`config.mk`:
```
export PLATFORM = sky130hd
export DESIGN_NAME = plru_update_ctrl_flat
export DESIGN_NICKNAME = d
export VERILOG_FILES = /design/src/rtl/plru_update_ctrl_pkg.sv /design/src/rtl/plru_update_ctrl_if.sv /design/src/rtl/plru_next_calc.sv /design/src/rtl/plru_update_ctrl.sv /design/src/flat_wrapper.sv
export SDC_FILE = /design/constraint.sdc
export NUM_CORES = 1
export LEC_CHECK = 0
export ABC_AREA = 1
export BUFFER_PORTS_ARGS = -buffer_cell sky130_fd_sc_hd__clkbuf_2
export CORE_UTILIZATION = 43
export DETAILED_ROUTE_END_ITERATION = 8
export PLACE_DENSITY_LB_ADDON = 0.05
export RECOVER_POWER = 50
export SYNTH_ARGS = -nofsm -noshare
export SYNTH_HDL_FRONTEND = slang
export SYNTH_HIERARCHICAL = 1
export SYNTH_SLANG_ARGS = --single-unit
```
`constraint.sdc`:
```
create_clock -name clk -period 1.9 [get_ports clk]
set_clock_uncertainty 0.05 [all_clocks]
set_input_delay 0.38 -clock clk [delete_from_list [all_inputs] [get_ports clk]]
set_output_delay 0.38 -clock clk [all_outputs]
set_load 0.005 [all_outputs]
```
`src/rtl/plru_update_ctrl_pkg.sv`:
```
// Shared types and encodings for the PLRU-tree update controller.
// Tree-bit positions, FSM states, op and response-source codes.
package plru_update_ctrl_pkg;

  localparam int B_ROOT = 0;
  localparam int B_LO   = 1;
  localparam int B_HI   = 2;

  localparam logic RSP_SRC_CPU = 1'b0;
  localparam logic RSP_SRC_BUS = 1'b1;

  typedef enum logic {
    STATE_INIT = 1'b0,
    STATE_RUN  = 1'b1
  } state_t;

  typedef enum logic {
    OP_TOUCH = 1'b0,
    OP_INVAL = 1'b1
  } op_t;

  function automatic logic [1:0] victim_of(
    input logic [2:0] b
  );
    if (b[B_ROOT])
      return b[B_HI] ? 2'd3 : 2'd2;
    else
      return b[B_LO] ? 2'd1 : 2'd0;
  endfunction

endpackage

```
`src/rtl/plru_update_ctrl_if.sv`:
```
// Request/response bundle between cache and PLRU update controller.
// master = requester side, slave = controller side.
interface plru_update_ctrl_if #(
  parameter int AW = 4
) ();

  logic          cpu_req_valid;
  logic          cpu_req_ready;
  logic [AW-1:0] cpu_req_index;
  logic          cpu_req_hit;
  logic [1:0]    cpu_req_way;

  logic          bus_req_valid;
  logic          bus_req_ready;
  logic [AW-1:0] bus_req_index;
  logic [1:0]    bus_req_way;

  logic          rsp_valid;
  logic          rsp_src;
  logic [1:0]    rsp_way;
  logic [AW-1:0] rsp_index;

  modport master (
    output cpu_req_valid, cpu_req_index,
    output cpu_req_hit, cpu_req_way,
    output bus_req_valid, bus_req_index,
    output bus_req_way,
    input  cpu_req_ready, bus_req_ready,
    input  rsp_valid, rsp_src,
    input  rsp_way, rsp_index
  );

  modport slave (
    input  cpu_req_valid, cpu_req_index,
    input  cpu_req_hit, cpu_req_way,
    input  bus_req_valid, bus_req_index,
    input  bus_req_way,
    output cpu_req_ready, bus_req_ready,
    output rsp_valid, rsp_src,
    output rsp_way, rsp_index
  );

endinterface

```
`src/rtl/plru_next_calc.sv`:
```
// Combinational PLRU tree update: touch or invalidate one way.
// Also reports the victim way selected by the old tree bits.
module plru_next_calc
  import plru_update_ctrl_pkg::*;
(
  input  logic [2:0] old_bits,
  input  op_t        op,
  input  logic [1:0] way,
  output logic [2:0] new_bits,
  output logic [1:0] victim
);

  // Touch points away from way; invalidate points at it.
  always_comb begin
    new_bits = old_bits;
    victim   = victim_of(old_bits);
    if (op == OP_INVAL) begin
      new_bits[B_ROOT] = way[1];
      if (way[1]) new_bits[B_HI] = way[0];
      else        new_bits[B_LO] = way[0];
    end else begin
      new_bits[B_ROOT] = ~way[1];
      if (way[1]) new_bits[B_HI] = ~way[0];
      else        new_bits[B_LO] = ~way[0];
    end
  end

endmodule

```
`src/rtl/plru_update_ctrl.sv`:
```
// Read-modify-write controller for the 4-way PLRU tree RAM.
// Sweeps RAM to zero after reset, then serves bus and CPU requests.
module plru_update_ctrl
  import plru_update_ctrl_pkg::*;
#(
  parameter int ADDR_WIDTH = 4,
  parameter int DATA_WIDTH = 3
) (
  input  logic                  clk,
  input  logic                  rst,
  plru_update_ctrl_if.slave     req,
  output logic [ADDR_WIDTH-1:0] plrut_r_addr,
  input  logic [DATA_WIDTH-1:0] plrut_r_data,
  output logic                  plrut_w_en,
  output logic [ADDR_WIDTH-1:0] plrut_w_addr,
  output logic [DATA_WIDTH-1:0] plrut_w_data,
  output logic                  init_done
);

  state_t                state;
  logic [ADDR_WIDTH-1:0] cnt;
  logic                  run;
  logic                  bus_acc;
  logic                  cpu_acc;

  logic                  s1_valid;
  logic                  s1_src;
  logic [ADDR_WIDTH-1:0] s1_idx;
  logic                  s1_hit;
  logic [1:0]            s1_way;

  logic                  fwd_en;
  logic [ADDR_WIDTH-1:0] fwd_addr;
  logic [DATA_WIDTH-1:0] fwd_data;
  logic                  fwd_hit;

  logic [2:0]            old_bits;
  logic [2:0]            new_bits;
  logic [1:0]            victim;
  logic [1:0]            use_way;
  op_t                   op;

  assign run     = (state == STATE_RUN);
  assign bus_acc = run & req.bus_req_valid;
  assign cpu_acc = run & req.cpu_req_valid
                 & ~req.bus_req_valid;

  // Init sweep counter and INIT -> RUN transition.
  always_ff @(posedge clk or posedge rst) begin
    if (rst) begin
      state <= STATE_INIT;
      cnt   <= '0;
    end else if (state == STATE_INIT) begin
      cnt <= cnt + 1'b1;
      if (&cnt) state <= STATE_RUN;
    end
  end

  // Stage-1 capture of the accepted request (bus wins).
  always_ff @(posedge clk or posedge rst) begin
    if (rst) begin
      s1_valid <= 1'b0;
      s1_src   <= RSP_SRC_CPU;
      s1_idx   <= '0;
      s1_hit   <= 1'b0;
      s1_way   <= '0;
    end else begin
      s1_valid <= bus_acc | cpu_acc;
      if (bus_acc) begin
        s1_src <= RSP_SRC_BUS;
        s1_idx <= req.bus_req_index;
        s1_hit <= 1'b0;
        s1_way <= req.bus_req_way;
      end else begin
        s1_src <= RSP_SRC_CPU;
        s1_idx <= req.cpu_req_index;
        s1_hit <= req.cpu_req_hit;
        s1_way <= req.cpu_req_way;
      end
    end
  end

  // Last write, replayed when RAM read would be stale.
  always_ff @(posedge clk or posedge rst) begin
    if (rst) begin
      fwd_en   <= 1'b0;
      fwd_addr <= '0;
      fwd_data <= '0;
    end else begin
      fwd_en   <= plrut_w_en;
      fwd_addr <= plrut_w_addr;
      fwd_data <= plrut_w_data;
    end
  end

  assign fwd_hit  = fwd_en & (fwd_addr == s1_idx);
  assign old_bits = fwd_hit ? fwd_data : plrut_r_data;
  assign op       = (s1_src == RSP_SRC_BUS)
                  ? OP_INVAL : OP_TOUCH;
  assign use_way  = (s1_src == RSP_SRC_CPU && !s1_hit)
                  ? victim : s1_way;

  plru_next_calc u_calc (
    .old_bits (old_bits),
    .op       (op),
    .way      (use_way),
    .new_bits (new_bits),
    .victim   (victim)
  );

  // RAM ports, handshake readys and response fields.
  always_comb begin
    req.bus_req_ready = run;
    req.cpu_req_ready = run & ~req.bus_req_valid;
    init_done         = run;

    plrut_r_addr = '0;
    if (bus_acc)      plrut_r_addr = req.bus_req_index;
    else if (cpu_acc) plrut_r_addr = req.cpu_req_index;

    plrut_w_en   = ~run | s1_valid;
    plrut_w_addr = run ? s1_idx : cnt;
    plrut_w_data = run ? new_bits : '0;

    req.rsp_valid = s1_valid;
    req.rsp_src   = s1_valid & s1_src;
    req.rsp_way   = s1_valid ? use_way : 2'd0;
    req.rsp_index = s1_valid ? s1_idx : '0;
  end

endmodule
```
`src/flat_wrapper.sv`:
```
// flat-port wrapper written by rule: the top's interface ports become plain ports
module plru_update_ctrl_flat import plru_update_ctrl_pkg::*;
#(
  parameter int ADDR_WIDTH = 4,
  parameter int DATA_WIDTH = 3
)
  (clk, rst, plrut_r_addr, plrut_r_data, plrut_w_en, plrut_w_addr, plrut_w_data, init_done, req_cpu_req_valid, req_cpu_req_index, req_cpu_req_hit, req_cpu_req_way, req_bus_req_valid, req_bus_req_index, req_bus_req_way, req_cpu_req_ready, req_bus_req_ready, req_rsp_valid, req_rsp_src, req_rsp_way, req_rsp_index);
  plru_update_ctrl_if req_i ();
  input  logic clk;
  input  logic rst;
  output logic [ADDR_WIDTH-1:0] plrut_r_addr;
  input  logic [DATA_WIDTH-1:0] plrut_r_data;
  output logic plrut_w_en;
  output logic [ADDR_WIDTH-1:0] plrut_w_addr;
  output logic [DATA_WIDTH-1:0] plrut_w_data;
  output logic init_done;
  input wire logic [$bits(req_i.cpu_req_valid)-1:0] req_cpu_req_valid;
  input wire logic [$bits(req_i.cpu_req_index)-1:0] req_cpu_req_index;
  input wire logic [$bits(req_i.cpu_req_hit)-1:0] req_cpu_req_hit;
  input wire logic [$bits(req_i.cpu_req_way)-1:0] req_cpu_req_way;
  input wire logic [$bits(req_i.bus_req_valid)-1:0] req_bus_req_valid;
  input wire logic [$bits(req_i.bus_req_index)-1:0] req_bus_req_index;
  input wire logic [$bits(req_i.bus_req_way)-1:0] req_bus_req_way;
  output wire logic [$bits(req_i.cpu_req_ready)-1:0] req_cpu_req_ready;
  output wire logic [$bits(req_i.bus_req_ready)-1:0] req_bus_req_ready;
  output wire logic [$bits(req_i.rsp_valid)-1:0] req_rsp_valid;
  output wire logic [$bits(req_i.rsp_src)-1:0] req_rsp_src;
  output wire logic [$bits(req_i.rsp_way)-1:0] req_rsp_way;
  output wire logic [$bits(req_i.rsp_index)-1:0] req_rsp_index;
  assign req_i.cpu_req_valid = req_cpu_req_valid;
  assign req_i.cpu_req_index = req_cpu_req_index;
  assign req_i.cpu_req_hit = req_cpu_req_hit;
  assign req_i.cpu_req_way = req_cpu_req_way;
  assign req_i.bus_req_valid = req_bus_req_valid;
  assign req_i.bus_req_index = req_bus_req_index;
  assign req_i.bus_req_way = req_bus_req_way;
  assign req_cpu_req_ready = req_i.cpu_req_ready;
  assign req_bus_req_ready = req_i.bus_req_ready;
  assign req_rsp_valid = req_i.rsp_valid;
  assign req_rsp_src = req_i.rsp_src;
  assign req_rsp_way = req_i.rsp_way;
  assign req_rsp_index = req_i.rsp_index;
  plru_update_ctrl #(.ADDR_WIDTH(ADDR_WIDTH), .DATA_WIDTH(DATA_WIDTH)) u_core (.clk(clk), .rst(rst), .req(req_i), .plrut_r_addr(plrut_r_addr), .plrut_r_data(plrut_r_data), .plrut_w_en(plrut_w_en), .plrut_w_addr(plrut_w_addr), .plrut_w_data(plrut_w_data), .init_done(init_done));
endmodule
```
# Word level (Yosys, flattened, before mapping)

Index checks and enable logic that the tools add are counted.

Muxes and demuxes: 23
Reduce and logical (&&, ||, !) cells: 3
Add/sub/neg operators: 1
Bitwise gates (word level): 13
Equal/unequal tests: 1

Operators with widths:

| kind                                                           | count |
|---|---|
| 4-bit two-way mux                                              | 5 |
| 1-bit two-way mux                                              | 11 |
| 3-bit two-way mux                                              | 3 |
| 2-bit two-way mux                                              | 4 |
| 1-bit AND                                                      | 6 |
| 1-bit NOT                                                      | 5 |
| 4-bit by 1-bit adder with 4-bit output (second input constant) | 1 |
| 4-bit equality test                                            | 1 |
| 4-bit AND reduction                                            | 1 |
| 1-bit bitwise OR                                               | 2 |
| 1-bit logical AND                                              | 1 |
| 1-bit logical NOT                                              | 1 |

Register bits after elaboration: 22
Output and inout bits: 23
Word-level logic and storage cells: 51

# Logic depth before layout (Yosys ltp)

Gate-level depths: netlist of the first run.

Depth in word-level cells: 10
Mapped depth: 19
Depth with buffers taken out: 19

# By module

Netlist of the first run, hierarchy kept.

Modules (own cells, without submodules):

| module           | area an instance (µm²) | times used | cells each |
|---|---|---|---|
| plru_update_ctrl | 1103.6                 | 1          | 139 |
| plru_next_calc   | 75.1                   | 1          | 16 |

# Least setup slack after synthesis of the first run

No wires, ideal clock.

Path type: register to output
From: reg u_core.s1_idx[2]
To: out plrut_w_data[2]
Path buffers: 0
Path slack: -0.156 ns
Stages on the path, launching flop included: 18
Arrival: 1.626 ns
Cell sequence: dfrtp_1 > nor2_1 > nor2_1 > nor2_2 > nand3_2 > nand2_1 > nand2_1 > o21ai_0 > inv_1 > nand2_1 > o21ai_0 > inv_1 > inv_1 > nand2_1 > nand3_1 > nand2_1 > nand2_1 > inv_1

RTL lines:

| element                 | line                       | text |
|---|---|---|
| start, declared         | plru_update_ctrl.sv:28     | `logic [ADDR_WIDTH-1:0] s1_idx;` |
| start signal, assigned  | plru_update_ctrl.sv:71     | `s1_idx <= req.bus_req_index;` |
| start signal, assigned  | plru_update_ctrl.sv:76     | `s1_idx <= req.cpu_req_index;` |
| 4-bit equality test (*) | plru_update_ctrl.sv:96     | `assign fwd_hit = fwd_en & (fwd_addr == s1_idx);` |
| 1-bit AND (*)           | plru_update_ctrl.sv:96     |  |
| 3-bit two-way mux (*)   | plru_update_ctrl.sv:97     | `assign old_bits = fwd_hit ? fwd_data : plrut_r_data;` |
| net u_core.old_bits[0]  | plru_update_ctrl.sv:37     | `logic [2:0] old_bits;` |
| 2-bit two-way mux (*)   | plru_update_ctrl_pkg.sv:25 | `if (b[B_ROOT])` |
| net u_core.victim[0]    | plru_update_ctrl.sv:39     | `logic [1:0] victim;` |
| 2-bit two-way mux (*)   | plru_update_ctrl.sv:101    | `? victim : s1_way;` |
| net u_core.use_way[0]   | plru_update_ctrl.sv:40     | `logic [1:0] use_way;` |
| 1-bit NOT               | plru_next_calc.sv:23       | `if (way[1]) new_bits[B_HI] = ~way[0];` |
| 1-bit two-way mux       | plru_next_calc.sv:23       |  |
| 3-bit two-way mux (*)   | plru_next_calc.sv:17       | `if (op == OP_INVAL) begin` |
| net u_core.new_bits[2]  | plru_update_ctrl.sv:38     | `logic [2:0] new_bits;` |
| 3-bit two-way mux (*)   | plru_update_ctrl.sv:123    | `plrut_w_data = run ? new_bits : '0;` |
| end, declared           | flat_wrapper.sv:15         | `output logic [DATA_WIDTH-1:0] plrut_w_data;` |

Mark *: on every way through the listed nets, which the timed path passes. The rest lies on a longest branch.

# Worst setup path in the final report of the first run

Same ends and word-level chain as after synthesis.

==> results of run 1 <==
layout by cell type, fill, tap and decap left out, types with 4 or more instances in the layout:
cell type / instances
clkbuf_2: 38
nand2_2: 12
buf_4: 17
nor2_4: 5
o21ai_0: 7
nand4_1: 4
inv_1: 24
o21ai_2: 9
dfrtp_1: 21
inv_2: 9
nand2_1: 42
final timing paths:
kind,from,to,cells past startpoint
hold / removal,req_cpu_req_hit,u_core/s1_hit$_DFF_PP0_,3
setup / recovery,u_core/s1_idx[2]$_DFF_PP0_,plrut_w_data[2],18
max in group asynchronous,rst,u_core/init_done$_DFF_PP0_,3
setup reg to reg,u_core/s1_idx[2]$_DFF_PP0_,u_core/fwd_data[1]$_DFF_PP0_,20
hold reg to reg,u_core/cnt[3]$_DFFE_PP0N_,u_core/cnt[3]$_DFFE_PP0N_,2
min in group asynchronous,rst,u_core/s1_hit$_DFF_PP0_,3
what timing repair did:
action | 4_1_cts | 5_1_grt
gates resized for setup | 15 | 21
buffers inserted | 9 | 3
endpoints found under the setup margin | 7 | 14
pin swaps | 15 | 13
through the flow:
stage,hold WS [ns],setup slack (ns),utilization
3_5_place_dp,0.361,-0.383,0.577
6_report,0.195,-0.684,0.664
5_1_grt,0.169,-0.887,0.664
4_1_cts,0.00917,-0.687,0.641
3_3_place_gp,0.357,-0.295,0.577
2_1_floorplan,0.319,-0.106,-
power breakdown:
part | total [mW] | internal [mW] | switching (mW)
clock | 0.351 | 0.213 | 0.138
combinational | 0.307 | 0.153 | 0.154
sequential | 0.519 | 0.499 | 0.0200
sequential cells by signal (all words and copies together) (netlist names):
register,count
u_core/fwd_data,3
u_core/init_done,1
u_core/req.rsp_valid,1
u_core/s1_hit,1
u_core/s1_way,2
u_core/fwd_en,1
u_core/cnt,4
u_core/s1_idx,4
u_core/fwd_addr,4
u_core/s1_src,1
Yosys cell counts:
| cell | n | share of area |
|---|---|---|
| dfrtp_1 | 22 | 0.47 |
| a21oi_1 | 2 | 0.0085 |
| o21ai_0 | 10 | 0.042 |
| nand3_1 | 2 | 0.0085 |
| inv_1 | 31 | 0.099 |
| nor2_2 | 2 | 0.011 |
| nor2_4 | 1 | 0.0096 |
| clkinv_1 | 1 | 0.0032 |
| ha_1 | 1 | 0.011 |
| nor2_1 | 7 | 0.022 |
| inv_2 | 3 | 0.0096 |
| nand4_1 | 4 | 0.021 |
| xor2_1 | 1 | 0.0074 |
| buf_4 | 2 | 0.013 |
| nand2_2 | 5 | 0.027 |
| xnor2_1 | 2 | 0.015 |
| nand3_2 | 1 | 0.0085 |
| buf_2 | 1 | 0.0042 |
| nand2_1 | 50 | 0.16 |
| buf_6 | 1 | 0.0096 |
| o21ai_2 | 6 | 0.045 |
worst register-to-register path: cells and delay by family (launching register included):
family          cells  cell delay (ns)
buf+inv             6             0.44
simple gates       12             0.97
compound gates      2             0.14
flops               1             0.43
metal layers:
metal	global-route usage	up-vias
met2	0.339	36
li1	-	587
met3	0.0639	2
met1	0.203	493
met4	0.0641	0
met5	0	-
logic make-up after synthesis:
group | after synthesis | synth area share
compound gates | 18 | 0.0955
xor+xnor | 3 | 0.0223
fa+ha+maj | 1 | 0.0106
buf+inv | 39 | 0.138
flops | 22 | 0.467
simple gates | 72 | 0.266
area by class of cell:
class / instances / area [µm²]
Inverter: 35 / 135
Fill cell: 218 / 847
Multi-Input combinational cell: 94 / 544
Clock inverter: 1 / 30.0
Clock buffer: 3 / 22.5
Sequential cell: 22 / 552
Timing Repair Buffer: 60 / 354
Tap cell: 30 / 37.5
==> impl_metrics.env, run 1 <==
export IMPL_final_net_count=237
export IMPL_stdcell_count=245
export IMPL_clk_insertion_delay_late_ns=0.30
export IMPL_fin_tns_setup_ns=-3.53
export IMPL_clock_path_buffers=2
export IMPL_wl_per_cell_um=10.2
export IMPL_fp_dieArea_um2=2950
export IMPL_rsz0062_at_grt="yes"
export IMPL_start_kind="register"
export IMPL_power_density_nw_per_um2=703
export IMPL_finalSetupViolations=8
export IMPL_syn_inst=155
export IMPL_drc=0
export IMPL_grt_total_usage=0.188
export IMPL_ys_seq_area_frac=0.467
export IMPL_grt_pass1_vias=952
export IMPL_drive_gt1_frac=0.498
export IMPL_port_buffers=42
export IMPL_wl_met2_mm=1.23
export IMPL_synth_nets=176
export IMPL_crit_required_ns=1.47
export IMPL_grt_overflow_total=0
export IMPL_vias_per_cell=4.56
export IMPL_placed_area_um2=1460
export IMPL_die_w_um=54.4
export IMPL_cts_num_sinks=22
export IMPL_path_clk_slew_ns=0.12
export IMPL_post_route_period_util=1.36
export IMPL_maxSlewViolCount=0
export IMPL_r2r_slack_ns=-0.20
export IMPL_grt_max_degree=23
export IMPL_synth_area_um2=1180
export IMPL_syn_area_per_cell_um2=7.60
export IMPL_drv_cap=0
export IMPL_peakVddDrop_uv=932
export IMPL_worstSetupPathType="reg -> out"
export IMPL_cp_cell_sequence="nor2_2 > nor2_4 > nor2_4 > nand3_2 > nand2_2 > nand2_4 > o21ai_2 > inv_1 > nand2_1 > o21ai_2 > inv_2 > inv_2 > nand2_2 > nand3_2 > nand2_1 > nand2_1 > inv_2 > buf_6"
export IMPL_cts_hold_buf=0
export IMPL_numCtsBuffers=3
export IMPL_period_needed_ns=2.58
export IMPL_h_tree_depth=1
export IMPL_root_buffer="clkbuf_4"
export IMPL_core_area_um2=2520
export IMPL_start_util=0.467
export IMPL_grt_pass1_wl_mm=3.82
export IMPL_worst_pin_slew_ns=1.12
export IMPL_area_delta_synth_final_pct=42.1
export IMPL_cts_tree="yes"
export IMPL_max_stage_delay_ns=0.43
export IMPL_wl_met3_um=154
export IMPL_p_leak_nw=0.998
export IMPL_hpwl_mm=1.82
export IMPL_dp_cells=231
export IMPL_cp_top_family="simple AND/OR/NAND/NOR gates"
export IMPL_antenna_found_initial=0
export IMPL_route_top_layer_used="met4"
export IMPL_gp_congestion=0.756
export IMPL_rows=18
export IMPL_fin_total_pwr_mw=1.18
export IMPL_holdCritPathClass="in -> reg"
export IMPL_vias=1118
export IMPL_antenna_left=0
export IMPL_final_hold_viol_count=0
export IMPL_ys_ff_latch=22
export IMPL_met1_length_mm=1.08
export IMPL_violations="setup timing"
export IMPL_num_antenna_cells=0
export IMPL_fmax_mhz=387
export IMPL_drt_total_wl_mm=2.49
export IMPL_io_pin_count=43
export IMPL_layout_setup_ws_ns=-0.684
export IMPL_die_h_um=54.4
export IMPL_first_iter_violations=13
export IMPL_slew_headroom=0.255
export IMPL_ys_warn_count=6
export IMPL_cp_max_fo=4
export IMPL_ys_types=21
export IMPL_worstSetupEndpointType="output port"
export IMPL_crit_buf_inv=5
export IMPL_status="finished with violations"
export IMPL_stdcell_area_um2=1680
export IMPL_firstDrtPassIters=4
export IMPL_crit_slowest_cell="dfrtp_1"
export IMPL_crit_arrival_ns=2.15
Power figures use the tool's default switching activity.
==> run 2, diff against run 1 <==
--- a/config.mk
+++ b/config.mk
@@ -7,6 +7,7 @@
 export LEC_CHECK = 0
 export ABC_AREA = 1
 export BUFFER_PORTS_ARGS = -buffer_cell sky130_fd_sc_hd__clkbuf_2
+export CORE_ASPECT_RATIO = 0.7
 export CORE_UTILIZATION = 43
 export DETAILED_ROUTE_END_ITERATION = 8
 export PLACE_DENSITY_LB_ADDON = 0.05
==> impl_metrics.env, run 2 (same netlist as run 1, synthesis figures left out) <==
export IMPL_cp_top_family="simple AND/OR/NAND/NOR gates"
export IMPL_seqPwrFrac=0.422
export IMPL_clk_insertion_delay_late_ns=0.26
export IMPL_met1_usage=0.256
export IMPL_cts_num_sinks=22
export IMPL_pwr_share_comb=0.235
export IMPL_post_route_util=0.661
export IMPL_worstSetupEndpointType="output port"
export IMPL_die_w_um=64.6
export IMPL_io_pin_count=43
export IMPL_gr_usage_met2=0.318
export IMPL_min_from="req_cpu_req_hit"
export IMPL_drv_cap=0
export IMPL_root_buffer="clkbuf_8"
export IMPL_power_density_nw_per_um2=737
export IMPL_grt_max_degree=23
export IMPL_crit_buf_inv=6
export IMPL_area_delta_synth_final_pct=42.1
export IMPL_rsz0062_at_grt="yes"
export IMPL_final_common_cell="clkbuf_2"
export IMPL_core_area_um2=2530
export IMPL_first_iter_violations=82
export IMPL_antenna_found_initial=0
export IMPL_hpwl_mm=1.90
export IMPL_final_cell_mix="clkbuf_2, nand2_1, inv_1"
export IMPL_cts_hold_buf=0
export IMPL_num_antenna_cells=0
export IMPL_rr_endpoint="u_core/fwd_data[1]$_DFF_PP0_"
export IMPL_p_leak_nw=0.992
export IMPL_max_stage_delay_ns=0.44
export IMPL_start_util=0.465
export IMPL_firstDrtPassIters=4
export IMPL_clock_path_buffers=2
export IMPL_worst_pin_slew_ns=1.14
export IMPL_die_h_um=45.8
export IMPL_r2r_slack_ns=-0.24
export IMPL_cp_cell_sequence="nand2_2 > nand2_2 > nor2_4 > nand4_1 > nand2_2 > inv_1 > o21ai_2 > inv_1 > nand2_1 > o21ai_2 > inv_1 > inv_1 > nand2_2 > nand3_1 > nand2_1 > nand2_1 > inv_2 > clkbuf_2"
export IMPL_power_switching_mw=0.316
export IMPL_final_net_count=236
export IMPL_worstSetupPathType="reg -> out"
export IMPL_vias_per_cell=4.45
export IMPL_final_hold_viol_count=0
export IMPL_pwr_share_clk=0.342
export IMPL_grt_overflow_total=0
export IMPL_multiInputGateArea_um2=542
export IMPL_grtUsageMet3=0.0375
export IMPL_p_int_mw=0.918
export IMPL_path_clk_slew_ns=0.07
export IMPL_maxSlewViolCount=0
export IMPL_grt_busiest_layer="met2"
export IMPL_start_kind="register"
export IMPL_finalSetupViolations=7
export IMPL_gp_congestion=0.854
export IMPL_dp_cells=236
export IMPL_top_regs="u_core/cnt x4, u_core/fwd_addr x4, u_core/s1_idx x4"
export IMPL_drive_gt1_frac=0.472
export IMPL_crit_slowest_cell="dfrtp_1"
export IMPL_status="finished with violations"
export IMPL_cp_max_fo=4
export IMPL_place_ws_ns=-0.371
export IMPL_holdCritPathClass="in -> reg"
export IMPL_slew_headroom=0.242
export IMPL_hold_path_end="u_core/s1_hit$_DFF_PP0_"
export IMPL_port_buffers=42
export IMPL_fp_dieArea_um2=2960
export IMPL_fillCellCount=223
export IMPL_drt_total_wl_mm=2.68
export IMPL_rows=15
export IMPL_grt_total_usage=0.189
export IMPL_crit_arrival_ns=2.14
export IMPL_period_needed_ns=2.57
export IMPL_reg2reg_depth=20
export IMPL_peakVddDrop_uv=276
export IMPL_cts_tree="yes"
export IMPL_fmax_mhz=389
export IMPL_grt_pass1_vias=973
export IMPL_vias=1104
export IMPL_post_route_period_util=1.35
export IMPL_crit_required_ns=1.47
export IMPL_h_tree_depth=1
export IMPL_stdcell_count=248
export IMPL_worstReg2RegStart="u_core/s1_idx[0]$_DFF_PP0_"
export IMPL_layout_setup_ws_ns=-0.670
export IMPL_drc=0
export IMPL_whs_path_depth=3
export IMPL_numCtsBuffers=3
export IMPL_antenna_left=0
export IMPL_wl_per_cell_um=10.8
export IMPL_grt_pass1_wl_mm=4.16
export IMPL_violations="setup timing"
export IMPL_seqCellArea_um2=551
export IMPL_switching_share=0.256
[run 2: cell count changes in the layout (fill, tap and decap cells not counted), sizes merged]
cell and change:
clkbuf +3, buf -4
[run 2: worst max path at each step]
| stage | slack, ns | end | depth (start not counted) | startpoint |
|---|---|---|---|---|
| after global routing | -0.83 | plrut_w_data[1] | 18 | u_core/s1_idx[1]$_DFF_PP0_ |
| after global placement | -0.29 | plrut_w_data[1] | 18 | u_core/s1_idx[0]$_DFF_PP0_ |
| final | -0.67 | plrut_w_data[1] | 18 | u_core/s1_idx[0]$_DFF_PP0_ |
| after floorplan | -0.11 | plrut_w_data[1] | 16 | u_core/s1_idx[2]$_DFF_PP0_ |
| after detailed placement | -0.37 | plrut_w_data[1] | 19 | u_core/s1_idx[2]$_DFF_PP0_ |
| after CTS | -0.58 | plrut_w_data[2] | 18 | u_core/s1_idx[0]$_DFF_PP0_ |
[run 2: power groups by stage]
stage | combinational (mW) | clock (mW) | sequential, mW
floorplan | 0.132 | 0 | 0.522
global placement | 0.222 | 0 | 0.527
detailed placement | 0.226 | 0 | 0.525
CTS | 0.265 | 0.434 | 0.518
global route | 0.323 | 0.456 | 0.524
finish | 0.290 | 0.422 | 0.521
[run 2: cell type report]
type,count,area share
Clock buffer,3,0.0246
Sequential cell,22,0.329
Inverter,35,0.0784
Multi-Input combinational cell,94,0.323
Tap cell,34,0.0254
Timing Repair Buffer,59,0.202
Clock inverter,1,0.0179
[run 2: repair_timing]
action | in CTS | in global routing
buffers inserted | 8 | 2
endpoints found under the setup margin | 7 | 8
pin swaps | 16 | 10
cloned | 0 | 0
resized for setup | 10 | 19
[run 2: stage by stage]
step	hold slack, ns	setup TNS, ns	area [µm²]	total power, mW
6_report	0.263	-3.04	1680	1.23
5_1_grt	0.266	-4.39	1680	1.30
4_1_cts	0.0844	-2.58	1620	1.22
3_5_place_dp	0.371	-1.11	1470	0.751
3_3_place_gp	0.357	-0.836	1470	0.749
2_1_floorplan	0.319	-0.288	1180	0.654
[run 2: worst min-delay path, stage by stage]
cell	delay, ns
clkbuf_2	0.08
inv_1	0.04
nor2_1	0.04
[run 2: per-layer routing]
metal,vias to the layer above,share of wire
met3,0,0.089
met4,0,0
met1,479,0.44
li1,577,-
met2,48,0.47
met5,-,0
